==> src/rtl/out_channel_pkg.sv <==
// out_channel_pkg: shared state encoding and default geometry for the output channel.
package out_channel_pkg;

    localparam int DefaultWidth = 12;
    localparam int DefaultDepth = 200;

    typedef enum logic [1:0] {
        RUN   = 2'd0,
        FLUSH = 2'd1,
        DONE  = 2'd2
    } chanState_t;

endpackage

==> src/rtl/out_channel_ram.sv <==
// out_channel_ram: one-write, one-read synchronous storage for the output channel.
// Reads return the old contents when the same address is written in the same cycle.
module out_channel_ram
    import out_channel_pkg::*;
#(
    parameter int Width = DefaultWidth,
    parameter int Depth = DefaultDepth,
    parameter int AddrW = $clog2(DefaultDepth)
) (
    input  logic             clock,
    input  logic             i_wrEn,
    input  logic [AddrW-1:0] i_wrAddr,
    input  logic [Width-1:0] i_wrData,
    input  logic [AddrW-1:0] i_rdAddr,
    output logic [Width-1:0] o_rdData
);

    logic [Width-1:0] r_mem [Depth];
    logic [Width-1:0] r_rdData;

    // Write port and registered read port; contents are intentionally never reset.
    always_ff @(posedge clock) begin
        if (i_wrEn) begin
            r_mem[i_wrAddr] <= i_wrData;
        end
        r_rdData <= r_mem[i_rdAddr];
    end

    assign o_rdData = r_rdData;

endmodule

==> src/rtl/out_channel.sv <==
// out_channel: circular output buffer between the core's "out" instructions and a consumer.
// Optional feature macro OUT_CHANNEL_OVERWRITE_EN: when defined, a push into a full buffer
// overwrites the oldest word instead of being refused.
// The oldest word is presented from registers: either a bypass register (when the word was
// pushed in the same cycle it became oldest) or the RAM's registered read, which is always
// addressed with the head pointer of the coming cycle.
module out_channel
    import out_channel_pkg::*;
#(
    parameter int MemoryElementWidth = DefaultWidth,
    parameter int NOut               = DefaultDepth
) (
    input  logic                          clock,
    input  logic                          reset,
    input  logic                          push_valid,
    input  logic [MemoryElementWidth-1:0] push_data,
    output logic                          push_ready,
    input  logic                          flush,
    output logic                          pop_valid,
    output logic [MemoryElementWidth-1:0] pop_data,
    input  logic                          pop_ready,
    output logic [$clog2(NOut+1)-1:0]     count,
    output logic                          overflow,
    output logic                          done
);

    localparam int PtrW = $clog2(NOut);
    localparam int CntW = $clog2(NOut + 1);
    localparam logic [PtrW-1:0] LastPtr   = PtrW'(NOut - 1);
    localparam logic [CntW-1:0] FullCount = CntW'(NOut);

    chanState_t r_state, w_stateNext;

    logic [PtrW-1:0] r_head, r_tail;
    logic [PtrW-1:0] w_headInc, w_tailInc, w_headNext, w_tailNext;
    logic [CntW-1:0] r_count, w_countNext;
    logic            r_overflow;
    logic            r_popValid;
    logic            r_useBypass;
    logic [MemoryElementWidth-1:0] r_bypassData;
    logic [MemoryElementWidth-1:0] w_ramData;

    logic w_full, w_empty;
    logic w_popFire, w_pushReady, w_pushFire;
    logic w_dropOldest, w_refused, w_collision;

    // Handshake decode: which side moves this cycle and whether a push evicts the oldest word.
    always_comb begin
        w_full    = (r_count == FullCount);
        w_empty   = (r_count == '0);
        w_popFire = r_popValid && pop_ready;
`ifdef OUT_CHANNEL_OVERWRITE_EN
        w_pushReady = (r_state == RUN);
`else
        w_pushReady = (r_state == RUN) && (!w_full || w_popFire);
`endif
        w_pushFire   = push_valid && w_pushReady;
        w_dropOldest = w_pushFire && w_full && !w_popFire;
        w_refused    = (r_state == RUN) && push_valid && !w_pushReady;
    end

    // Next pointers and occupancy; a collision means the word pushed now becomes the oldest.
    always_comb begin
        w_headInc   = (r_head == LastPtr) ? '0 : r_head + PtrW'(1);
        w_tailInc   = (r_tail == LastPtr) ? '0 : r_tail + PtrW'(1);
        w_headNext  = (w_popFire || w_dropOldest) ? w_headInc : r_head;
        w_tailNext  = w_pushFire ? w_tailInc : r_tail;
        w_countNext = r_count;
        if (w_pushFire && !w_popFire && !w_full) begin
            w_countNext = r_count + CntW'(1);
        end else if (w_popFire && !w_pushFire) begin
            w_countNext = r_count - CntW'(1);
        end
        w_collision = w_pushFire && (w_countNext == CntW'(1));
    end

    // Pointer, occupancy and sticky overflow registers.
    always_ff @(posedge clock or posedge reset) begin
        if (reset) begin
            r_head     <= '0;
            r_tail     <= '0;
            r_count    <= '0;
            r_overflow <= 1'b0;
        end else begin
            r_head  <= w_headNext;
            r_tail  <= w_tailNext;
            r_count <= w_countNext;
            if (w_refused || w_dropOldest) begin
                r_overflow <= 1'b1;
            end
        end
    end

    // Output stage: valid flag plus the bypass copy of a word that skipped the RAM read latency.
    always_ff @(posedge clock or posedge reset) begin
        if (reset) begin
            r_popValid   <= 1'b0;
            r_useBypass  <= 1'b1;
            r_bypassData <= '0;
        end else begin
            r_popValid  <= (w_countNext != '0);
            r_useBypass <= w_collision || (w_countNext == '0);
            if (w_collision) begin
                r_bypassData <= push_data;
            end
        end
    end

    // Channel phase register.
    always_ff @(posedge clock or posedge reset) begin
        if (reset) begin
            r_state <= RUN;
        end else begin
            r_state <= w_stateNext;
        end
    end

    // Phase transitions: flush stops intake, drained buffer finishes, only reset leaves DONE.
    always_comb begin
        w_stateNext = r_state;
        case (r_state)
            RUN: begin
                if (flush) begin
                    w_stateNext = FLUSH;
                end
            end
            FLUSH: begin
                if (w_empty && !w_pushFire) begin
                    w_stateNext = DONE;
                end
            end
            DONE: begin
                w_stateNext = DONE;
            end
            default: begin
                w_stateNext = RUN;
            end
        endcase
    end

    out_channel_ram #(
        .Width (MemoryElementWidth),
        .Depth (NOut),
        .AddrW (PtrW)
    ) u_ram (
        .clock    (clock),
        .i_wrEn   (w_pushFire),
        .i_wrAddr (r_tail),
        .i_wrData (push_data),
        .i_rdAddr (w_headNext),
        .o_rdData (w_ramData)
    );

    assign push_ready = w_pushReady;
    assign pop_valid  = r_popValid;
    assign pop_data   = r_useBypass ? r_bypassData : w_ramData;
    assign count      = r_count;
    assign overflow   = r_overflow;
    assign done       = (r_state == DONE);

endmodule

==> config.mk <==
export PLATFORM = sky130hd
export DESIGN_NAME = out_channel
export DESIGN_NICKNAME = d
export VERILOG_FILES = /design/src/rtl/out_channel_pkg.sv /design/src/rtl/out_channel_ram.sv /design/src/rtl/out_channel.sv
export SDC_FILE = /design/constraint.sdc
export NUM_CORES = 2
export LEC_CHECK = 0
export ABC_AREA = 0
export BUFFER_PORTS_ARGS = -buffer_cell sky130_fd_sc_hd__buf_2
export CORE_AREA = 2 2 470 472
export DETAILED_ROUTE_END_ITERATION = 8
export DIE_AREA = 0 0 472 474
export PLACE_DENSITY_LB_ADDON = 0.05
export SYNTH_ARGS = -nofsm -noshare
export SYNTH_HDL_FRONTEND = slang
export SYNTH_SLANG_ARGS = --single-unit
==> constraint.sdc <==
create_clock -name clock -period 3.2 [get_ports clock]
set_clock_uncertainty 0.05 [all_clocks]
set_input_delay 0.64 -clock clock [delete_from_list [all_inputs] [get_ports clock]]
set_output_delay 0.64 -clock clock [all_outputs]
set_load 0.05 [all_outputs]
==> flow_metrics.tcl <==
set metrics [dict create \
    status "complete, but fails checks" \
    violations "setup timing" \
    crit_path_max_fanout 21 \
    final_max_slew_viol_count 0 \
    core.rowCount 172 \
    synth_top_area_cell "edfxtp_1" \
    setup_viol 26 \
    htree_num_levels 5 \
    cts.reportedPaths.clkPinSlew_ns 0.06 \
    p_leak_uw 0.0438 \
    maxCapViolations 0 \
    vias_per_cell 5.97 \
    area_delta_synth_final_pct 26.2 \
    grt_usage_pct 31.2 \
    synth_area_um2 98100 \
    ios 41 \
    drc 0 \
    yosys.area_share.xor_xnor_pct 0.179 \
    synth_top_family_by_area "simple AND/OR/NAND/NOR gates" \
    routedWlPerCell_um 31.2 \
    num_vias 67900 \
    synthTopCellsByCount "2400 x edfxtp_1, 1959 x nand2_1, 709 x nand3_1, 280 x clkbuf_1, 235 x nor2_1" \
    ys_seq_area_share_pct 74.7 \
    finalHoldViolCount 0 \
    grt_pass1_vias 64800 \
    synth_seq_cells 2453 \
    clockBufferDepth 4 \
    tightest_slew_ns 1.08 \
    crit_type "reg2reg" \
    grt_start_max_net_pins 85 \
    synth_ff_type "edfxtp_1" \
    drive_above_1_share_pct 22.9 \
    cts_made_buffers 287 \
    grt_remaining_overflow 0 \
    totalWireLength_mm 354 \
    synth_mux_area_share_pct 2.29 \
    worstHoldPathCells 1 \
    layout.nets 8314 \
    syn_area_per_cell_um2 13.5 \
    min_from "push_data[9]" \
    clk_latency_ns 0.95 \
    gp_congestion 0.879 \
    synth_edf_count 2400 \
    portBuffers 40 \
    dr.pass1.iters 6 \
    finalPower_uw 127000 \
    synthCells 7276 \
    synth_compound_area_share_pct 6.34 \
    dieArea_um2 224000 \
    required_ns 3.94 \
    r2r_slack_ns -0.51 \
    placed_cells 10800 \
    drtAntennaViolNets 0 \
    grt_antenna_before_repair 11 \
    critPathArrivalTime_ns 4.45 \
    synth_top_area_share_pct 73.4 \
    synth_area_leaders "edfxtp_1 73%, nand2_1 7.5%, nand3_1 3.6%, a311oi_1 1.8%, and3_1 1.3%" \
    die_h_um 474 \
    clock.fmax_mhz 269 \
    grt_pass1_wl_mm 497 \
    power.density_nw_per_um2 1030 \
    post-dp-hpwl_mm 227 \
    die_w_um 472 \
    cts_tree "built" \
    critPathLaunchType "flip-flop" \
    min_path_type "in2reg" \
    drt_first_iter_violations 8480 \
    placed_area_um2 113000 \
    cts.sinks 2453 \
    r2r-end "u_ram.o_rdData[6]$_DFF_P_" \
    slew_headroom_pct 27.5 \
    fill_cells 17700 \
    yosysMostFrequentCell "edfxtp_1" \
    end_kind "flip-flop" \
    final_cell_area_um2 124000 \
    ir_drop_mv 0.626 \
    rsz0062_at_grt "yes" \
    start_util_pct 44.9 \
    fin_cells 11400 \
    synthAdderAreaFrac_pct 0.153 \
    synth_cell_type_count 75 \
    synth_fp_nets 7305 \
    core_area_um2 219000 \
    cts_root_buffer "clkbuf_16" \
    yosys_warnings 0 \
    fin_crit_ns 3.71 \
    holdPathEnd "u_ram.r_mem[73][9]$_DFFE_PP_" \
    r2r-start "pop_valid$_DFF_PP0_" \
    period_share_pct 116 \
    reg2reg_depth 14 \
    postSynth.asyncResetShare_pct 1.67 \
    setup_slack_ns -0.511 \
    synthSimpleGateAreaFrac_pct 14.0 \
]
-- flip-flops by register name (all words and copies together) (netlist names) --
| signal | flops |
|---|---|
| overflow | 1 |
| u_ram.o_rdData | 12 |
| r_state | 2 |
| pop_valid | 1 |
| r_head | 8 |
| count | 8 |
| u_ram.r_mem | 2400 |
| r_tail | 8 |
| r_bypassData | 12 |
| r_useBypass | 1 |
-- per-stage QoR --
stage / hold slack (ns) / setup TNS, ns / util, % / setup WS, ns
global route: 0.0660 / -10.66 / 56.6 / -0.467
global placement: 0.404 / -58.59 / 51.6 / -1.48
CTS: 0.0512 / -8.08 / 56.2 / -0.405
floorplan: 0.424 / -12.15 / - / -0.332
detailed placement: 0.416 / -43.13 / 51.6 / -1.46
finish: 0.106 / -8.77 / 56.6 / -0.511
-- cell usage in the layout (no fill, tap or decap), drive strengths merged, types with 26 or more instances in the layout --
master,count
edfxtp,2400
nand2,1959
buf,1218
nand3,709
clkbuf,386
nor2,235
and3,203
a311oi,200
a31oi,163
a21oi,140
mux2i,121
clkinv,92
a2111oi,68
o21ai,48
dfrtp,40
mux2,37
a22oi,36
inv,28
o22ai,27
nor3,27
mux4,26
a32oi,26
-- area by class of cell --
cell class                 instances  area, um^2  area share (%)
clock inverter                   117         892           0.721
tap                             2871        3590            2.90
inverter                          21         115          0.0930
timing repair buffer            1239       14100            11.4
clock buffer                     377        7740            6.25
antenna                            7        17.5          0.0141
sequential                      2453       73300            59.2
multi-input combinational       4283       24000            19.4
-- layer usage --
layer  vias to the layer above  part of all wire (%)  wire length, um  GRT usage [%]
met5                         -                0.0054               19              0
met4                         2                   3.8            13500           10.5
met3                       596                   7.6            26900           4.34
met2                      3113                    46           164000           49.2
met1                     34800                    42           150000           44.5
li1                      29400                     -                -              -
-- worst max path at each step --
stage	to	depth (start not counted)	start
final	u_ram.o_rdData[6]$_DFF_P_	14	pop_valid$_DFF_PP0_
after global routing	u_ram.o_rdData[6]$_DFF_P_	17	pop_valid$_DFF_PP0_
after CTS	u_ram.o_rdData[4]$_DFF_P_	16	r_head[0]$_DFF_PP0_
after detailed placement	u_ram.o_rdData[6]$_DFF_P_	15	pop_ready
after global placement	u_ram.o_rdData[6]$_DFF_P_	15	pop_ready
after floorplan	r_bypassData[10]$_DFFE_PP0P_	12	count[0]$_DFF_PP0_
-- timing repair --
action                                 in CTS  in global routing
pin swaps                                  23                 29
gates cloned                               11                  7
endpoints found under the hold margin      27                  0
setup buffers                              20                 15
hold buffers                                2                  0
gates resized for setup                   175                131
setup endpoints to repair                  27                833
-- power breakdown --
group / switching, uW / total, uW / leakage, uW / internal (uW)
sequential: 497 / 36200 / 0.0222 / 35700
combinational: 37200 / 59900 / 0.0174 / 22700
clock: 12800 / 30800 / 0.00422 / 18000
-- kinds of logic (layout without fill, tap and decap cells) --
family	Yosys count	count (layout)
and+or+nand+nor	3214	3215
muxes	184	184
DFF	2453	2453
buffers and inverters	541	1754
xor gates and xnor gates	20	20
AOI/OAI and AO/OA	852	852
adders and majority gates	12	12
other	0	7
-- worst max-delay path: stages (launching register included) --
cell and delay (ns):
dfrtp_2 0.53, nand4_1 0.19, or3_4 0.40, nand2_8 0.12
buf_16 0.17, buf_16 0.18, buf_12 0.20, buf_12 0.20
buf_4 0.18, a221oi_2 0.07, o21ai_1 0.21, nand4_1 0.26
a221oi_4 0.48, buf_4 0.20, nor4_2 0.04
(Power assumes the default switching activity.)
